<file path="config.mk">
export PLATFORM = sky130hd
export DESIGN_NAME = allpass_coef_loader_flat
export DESIGN_NICKNAME = d
export VERILOG_FILES = /design/src/rtl/allpass_coef_loader_if.sv /design/src/rtl/allpass_coef_loader.sv /design/src/flat_wrapper.sv
export SDC_FILE = /design/constraint.sdc
export NUM_CORES = 1
export LEC_CHECK = 0
export CAP_MARGIN = 20
export CORE_AREA = 2 2 113 115
export CTS_BUF_LIST = sky130_fd_sc_hd__clkbuf_8 sky130_fd_sc_hd__clkbuf_16
export DETAILED_ROUTE_END_ITERATION = 7
export DIE_AREA = 0 0 115 117
export HOLD_SLACK_MARGIN = 0.02
export PLACE_DENSITY = 0.9
export SLEW_MARGIN = 10
export SYNTH_ARGS = -nofsm -noshare
export SYNTH_HDL_FRONTEND = slang
export SYNTH_SLANG_ARGS = --single-unit
</file>
<file path="constraint.sdc">
create_clock -name clk -period 2.4 [get_ports clk]
set_input_delay 0.48 -clock clk [delete_from_list [all_inputs] [get_ports clk]]
set_output_delay 0.48 -clock clk [all_outputs]
set_load 0.01 [all_outputs]
</file>
<file path="src/rtl/allpass_coef_loader_if.sv">
// Serial coefficient stream between a coefficient source and allpass_coef_loader.
// The master drives valid/data/last. The slave returns ready.
interface allpass_coef_loader_if #(
    parameter int WIDTH = 16
);
    logic             valid;
    logic             ready;
    logic [WIDTH-1:0] data;
    logic             last;

    modport master (output valid, output data, output last, input  ready);
    modport slave  (input  valid, input  data, input  last, output ready);
endinterface

</file>
<file path="src/rtl/allpass_coef_loader.sv">
// Shadow-buffers a serial coefficient set and commits it to the filter's packed
// c bus atomically on a sample tick, so the filter never sees a mixed set.
//
// state | meaning
// IDLE  | no set in progress, waiting for the first word
// LOAD  | collecting words into shadow, idx = next slot
// ARMED | full set held, stream stalled, waiting for tick to commit
module allpass_coef_loader #(
    parameter int                    WIDTH  = 16,
    parameter int                    N      = 5,
    parameter logic [WIDTH*N-1:0]    C_INIT = '0
) (
    input  logic                     clk,
    input  logic                     rst_n,
    allpass_coef_loader_if.slave     s,
    input  logic                     tick,
    input  logic                     abort,
    output logic [WIDTH*N-1:0]       c_out,
    output logic                     c_upd,
    output logic                     busy,
    output logic                     err
);
    localparam int              IW       = (N > 1) ? $clog2(N) : 1;
    localparam logic [IW-1:0]   LAST_IDX = IW'(N - 1);

    typedef enum logic [1:0] {IDLE, LOAD, ARMED} state_t;

    state_t           state;
    logic [IW-1:0]    idx;
    logic [WIDTH-1:0] shadow [N];
    logic             xfer;

    assign s.ready = (state != ARMED);
    assign busy    = (state != IDLE);
    assign xfer    = s.valid && s.ready;

    always_ff @(posedge clk or negedge rst_n) begin
        if (!rst_n) begin
            state <= IDLE;
            idx   <= '0;
            c_out <= C_INIT;
            c_upd <= 1'b0;
            err   <= 1'b0;
            for (int k = 0; k < N; k++) shadow[k] <= '0;
        end else begin
            c_upd <= 1'b0;
            err   <= 1'b0;
            // abort outranks everything, including a tick in ARMED
            if (abort) begin
                state <= IDLE;
                idx   <= '0;
            end else begin
                case (state)
                    IDLE, LOAD: begin
                        if (xfer) begin
                            shadow[idx] <= s.data;
                            if (s.last && idx == LAST_IDX) begin
                                state <= ARMED;
                                idx   <= '0;
                            end else if (s.last || idx == LAST_IDX) begin
                                // short or long set: drop it, next word starts afresh
                                err   <= 1'b1;
                                state <= IDLE;
                                idx   <= '0;
                            end else begin
                                state <= LOAD;
                                idx   <= idx + IW'(1);
                            end
                        end
                    end
                    ARMED: begin
                        if (tick) begin
                            for (int k = 0; k < N; k++) c_out[WIDTH*k +: WIDTH] <= shadow[k];
                            c_upd <= 1'b1;
                            state <= IDLE;
                        end
                    end
                    default: begin
                        state <= IDLE;
                        idx   <= '0;
                    end
                endcase
            end
        end
    end
endmodule

</file>
<file path="src/flat_wrapper.sv">
// flat-port wrapper written by rule: the top's interface ports become plain ports
module allpass_coef_loader_flat 
#(
    parameter int                    WIDTH  = 16,
    parameter int                    N      = 5,
    parameter logic [WIDTH*N-1:0]    C_INIT = '0
)
  (clk, rst_n, tick, abort, c_out, c_upd, busy, err, s_valid, s_data, s_last, s_ready);
  allpass_coef_loader_if #(.WIDTH(WIDTH)) s_i ();
  input  logic clk;
  input  logic rst_n;
  input  logic tick;
  input  logic abort;
  output logic [WIDTH*N-1:0] c_out;
  output logic c_upd;
  output logic busy;
  output logic err;
  input wire logic [$bits(s_i.valid)-1:0] s_valid;
  input wire logic [$bits(s_i.data)-1:0] s_data;
  input wire logic [$bits(s_i.last)-1:0] s_last;
  output wire logic [$bits(s_i.ready)-1:0] s_ready;
  assign s_i.valid = s_valid;
  assign s_i.data = s_data;
  assign s_i.last = s_last;
  assign s_ready = s_i.ready;
  allpass_coef_loader #(.WIDTH(WIDTH), .N(N), .C_INIT(C_INIT)) u_core (.clk(clk), .rst_n(rst_n), .s(s_i), .tick(tick), .abort(abort), .c_out(c_out), .c_upd(c_upd), .busy(busy), .err(err));
endmodule
</file>
# Word-level counts from Yosys, hierarchy flattened
# Index checks and enable logic that the tools add are counted.
# classes
n_addsub	1
n_mul	0
div_mod_pow	0
order_cmp	2
eq_ne	7
shift	0
n_mux	22
bitwise_logic	2
reduce_logical	11
# ops
op	n
bitwise mux 80 bit	1
demux 16 bit (select 3 bit)	1
2-to-1 mux 16 bit	1
2-to-1 mux 3 bit	4
2-to-1 mux 1 bit	9
2-to-1 mux 2 bit	4
one-hot mux 3 bit (2 select lines)	1
AND reduction 3 bit	2
greater-or-equal comparator 4 bit, second input constant	1
< comparator 4 x 1 -> 1 bit, second input constant	1
inequality test 2 bit, second input constant	2
NOT 3 -> 4 bit	1
one-hot mux 2 bit (2 select lines)	1
AND reduction 2 bit	2
adder 3 x 1 -> 3 bit, second input constant	1
== test 3 bit, second input constant	1
logical AND 1 bit	3
inequality test 3 x 2 -> 1 bit, second input constant	1
inequality test 3 bit, second input constant	1
== test 2 x 1 -> 1 bit, second input constant	1
== test 2 bit, second input constant	1
logical NOT 2 bit	1
nonzero test 2 bit	1
OR reduction 2 bit	1
other kinds (2)	2
# totals
reg_bits	167
latch_bits	0
ram_bits	0
rom_bits	0
in_bits	22
output_inout_bits	84
n_memories	0

# Longest topological paths before layout
# Gate-level depths: netlist (run 1).
# depth
word_depth	7
mapped_depth	8

# Least setup slack after synthesis (run 1)
# Ideal clock, no wire load.
# synth_timing
kind	reg2reg
from	register u_core.state[1]
to	register u_core.shadow[21] in the netlist's numbering
setup_ps	125
arrival_ps	1620
required_ps	2275
path_slack_ps	656
path_stages_with_launch	6
n_path_buf	2
synth_period_minus_slack_ps	1744
path_cell_list	dfrtp_1 -> nor4b_4 -> and3_1 -> buf_4 -> buf_6 -> mux2_2
# synth_between
elab_chain_len	3
elab_cells_between_ends	6
# synth_lines
item	line_no	text
start: declaration	allpass_coef_loader.sv:28	state_t state;
start signal: assignment	allpass_coef_loader.sv:39	state <= IDLE;
start signal: assignment	allpass_coef_loader.sv:50	state <= IDLE;
start signal: assignment	allpass_coef_loader.sv:58	state <= ARMED;
== test 2 x 1 -> 1 bit, or another cell as far along	allpass_coef_loader.sv:53	case (state)
OR reduction 2 bit or logical AND 1 bit (tied branches)	allpass_coef_loader.sv:53, allpass_coef_loader.sv:35	
AND reduction 3 bit (no source line) (*)	-	
end signal: indexed assignment	allpass_coef_loader.sv:56	shadow[idx] <= s.data;
end: declaration	allpass_coef_loader.sv:30	logic [WIDTH-1:0] shadow [N];
# Mark *: on every way between the ends. The rest lies on a longest branch, timed or not.
# A chain may end at the register's enable or synchronous reset.

# Worst setup path in the final report (run 1)
# layout_timing
from	register u_core.state[1]
to	output busy
# layout_between
elab_chain_len	1
# layout_lines
item	line_no	text
nonzero test 2 bit	allpass_coef_loader.sv:34	assign busy = (state != IDLE);
end: declaration	flat_wrapper.sv:16	output logic busy;
# Every way passes these cells.

==> metrics.txt, run 1 <==
drt pass-1 iters 4; sequential share of the synthesized area 65.6%; Buf/Inv on CP 1; dpl cells 632; Ys Warns 0; Top Family by Delay on Critical Path buffers and inverters; Final HPWL DP 8540 um; Final WS setup 0.238 ns; Final Skew 0.00754 ns; Syn Std Cell Area 6370 um^2; Cell Rows 41; min-delay worst type input pin to async pin; cell leakage power 4.00 nW; leading post-synthesis cells by cell area dfrtp_1 66%, mux2_2 28%, buf_4 1.1%, ha_1 0.79%, buf_6 0.53%; total power 6.37 mW; initial antenna violation count 0; Syn Inst Count 377; number of global-route vias before repair 3852; Routed Wire Length 12800 um; post-route insts no fill 664; GPL Wtd Cong 0.745; antenna-violating nets left 0; clock network fraction of design power 45.7%; status finished clean; CTS tree yes; area leader, netlist dfrtp_1; Die Wd 115 um; clock root cell clkbuf_16; gr usage total 20.3%; Mapped Nets 403; n_diodes 0; Final Critical Period 2.16 ns; vias per cell 5.42; 1st-iter DRT viols 171; hold_buf cts 0; CTS Sinks 167; GRT overflow 0; Worst-Margin Slew 0.513 ns; Core ar. 12300 um^2; Setup crit start kind flop; Fin. Hold Viols 0; final setup fails 0; combinational share of power 5.6%; Post-CTS Setup Bufs 0; CP Class flop to output pin; Worst path max stage delay 0.48 ns; share of cells above drive strength 1 42.0%; post-route cell area 8330 um^2; PD cells 764 nW/um^2; CP cell instances or2_2 > clkdlybuf4s50_1; total CTS buffers 17; CP required 1.92 ns; first-pass GRT wire length 20500 um; Max Transition Viols Final 0; Place WS 0.0981 ns; Yosys reg bits 167; Slowest cell on crit path clkdlybuf4s50_1; area delta synth->final 30.8%; clock buffer depth 2; Wirelength per Cell 19.2 um; Worst-path clk slew 0.06 ns; chip height 117 um; total negative slack 0 ns; Net Sw Power 1.35 mW; f_max 0.463 GHz; Arr. time, crit path 1.68 ns; fill count 834; Initial Utilization 51.8%; Net Sw Frac 21.2%; RSZ-0062 raised after global routing false; Port Buffers 105; clock latency reported for the late side of the worst-skew pair 0.42 ns; fin crit share 90.1%; Mean Syn Cell Area 16.9 um^2; Die ar. 13500 um^2; cts repair resizes 0; max-capacitance violation count 0; IO Pins 106; Setup crit end kind output pin; CP max FO 8; Post-route DRC 0; Rel. slew slack 65.6%; pin count of the biggest net entering global routing 57; Seq pwr share 48.7%; Cell Int Power 5.02 mW; Synth top area share 65.6%; Area after DPL 7690 um^2; vias 3596; Nets 527; VDD IR-drop max 0.414 mV; CTS H-tree depth 4; Synth cell types 27
[synthesized netlist by cell type]
library cell and number:
nand2_2 1, and2_1 1, and3_1 1, or2_2 1, or3b_2 1, or4bb_1 1, ha_1 4, nand2b_1 1
a2bb2oi_1 1, nor2b_1 2, a221o_1 1, nor3b_1 3, a22o_1 1, nor3_1 1, buf_2 3, mux2i_1 1
nand3_2 2, nor4b_4 1, a211oi_1 1, inv_1 4, buf_6 3, nor2_1 3, mux2_2 161, dfrtp_1 167
nand3_1 1, buf_4 9, nand2_1 1
[power groups by stage]
stage | combinational, mW | sequential [mW] | clock, mW
final | 0.354 | 3.10 | 2.91
after global placement | 0.337 | 3.13 | 0
after global routing | 0.394 | 3.12 | 3.09
after detailed placement | 0.357 | 3.15 | 0
after CTS | 0.361 | 3.10 | 2.96
after floorplan | 0.198 | 3.11 | 0
[sequential cells by signal (all words and copies together) (netlist names)]
register and cells:
u_core.c_out 80, u_core.c_upd 1, u_core.err 1, u_core.idx 3
u_core.shadow 80, u_core.state 2
[placed cells by master (no fill, tap or decap), types with 2 or more instances in the layout]
cell	instances
buf_12	6
buf_4	9
bufinv_16	4
clkbuf_16	17
clkbuf_8	2
clkdlybuf4s50_1	104
clkinv_2	2
clkinv_4	3
dfrtp_1	167
ha_1	4
inv_1	4
inv_6	4
mux2_2	161
nand3_2	2
nor2_1	3
nor2b_1	2
nor3b_1	2
[kinds of logic after synthesis]
family / synth area share [%]
multiplexers: 28.6
adder cells (fa/ha/maj): 0.785
AND/OR/NAND/NOR: 2.43
buffers and inverters: 2.06
AO/OA/AOI/OAI: 0.550
flip-flops: 65.6
[metal layers]
metal  global-route usage, %  up-vias  wire length (um)  share of wire, %
li1                        -     1582                 -                 -
met1                    26.5     1928              5510                43
met2                    33.9       72              6670                52
met3                    4.63       14               408               3.2
met5                       0        -                 0                 0
met4                    7.07        0               165               1.3
[worst reg2reg max path, stage by stage, from the launching register on]
cell	delay (ns)
dfrtp_1	0.50
nand2b_1	0.16
nor3b_2	0.36
buf_4	0.21
buf_12	0.17
mux2_2	0.37
[stage by stage]
step                      hold slack (ns)  util [%]
after floorplan                     0.184         -
after global placement              0.464      62.5
after detailed placement            0.479      62.5
after CTS                          0.0213      67.7
after global routing               0.0478      67.7
final                              0.0158      67.7
[final timing paths]
kind / from / to / slack, ns / depth (start not counted)
min reg2reg: u_core.shadow[0] / u_core.shadow[0] / 0.50 / 1
max reg2reg: u_core.state[1] / u_core.c_out[33] / 0.52 / 5
min: rst_n / u_core.shadow[2] / 0.02 / 1
max in group asynchronous: rst_n / u_core.c_out[52] / 1.72 / 2
min in group clk: u_core.shadow[0] / u_core.shadow[0] / 0.50 / 1
max: u_core.state[1] / busy / 0.24 / 2
[layout make-up]
class                           count  area, um^2  area share (%)
Clock buffer                       19         453            5.43
Multi-Input combinational cell    191        2070            24.8
Sequential cell                   167        4180            50.1
Clock inverter                     13         191            2.30
Timing Repair Buffer              120        1240            14.9
Tap cell                          150         188            2.25
Inverter                            4        15.0           0.180
Power figures use the tool's default switching activity.
==> inputs of run 2 (changes only) <==
- TNS_END_PERCENT: not set -> 50
==> results of run 2 <==
Same layout as run 1: the final DEF is identical, and so are final timing and power.
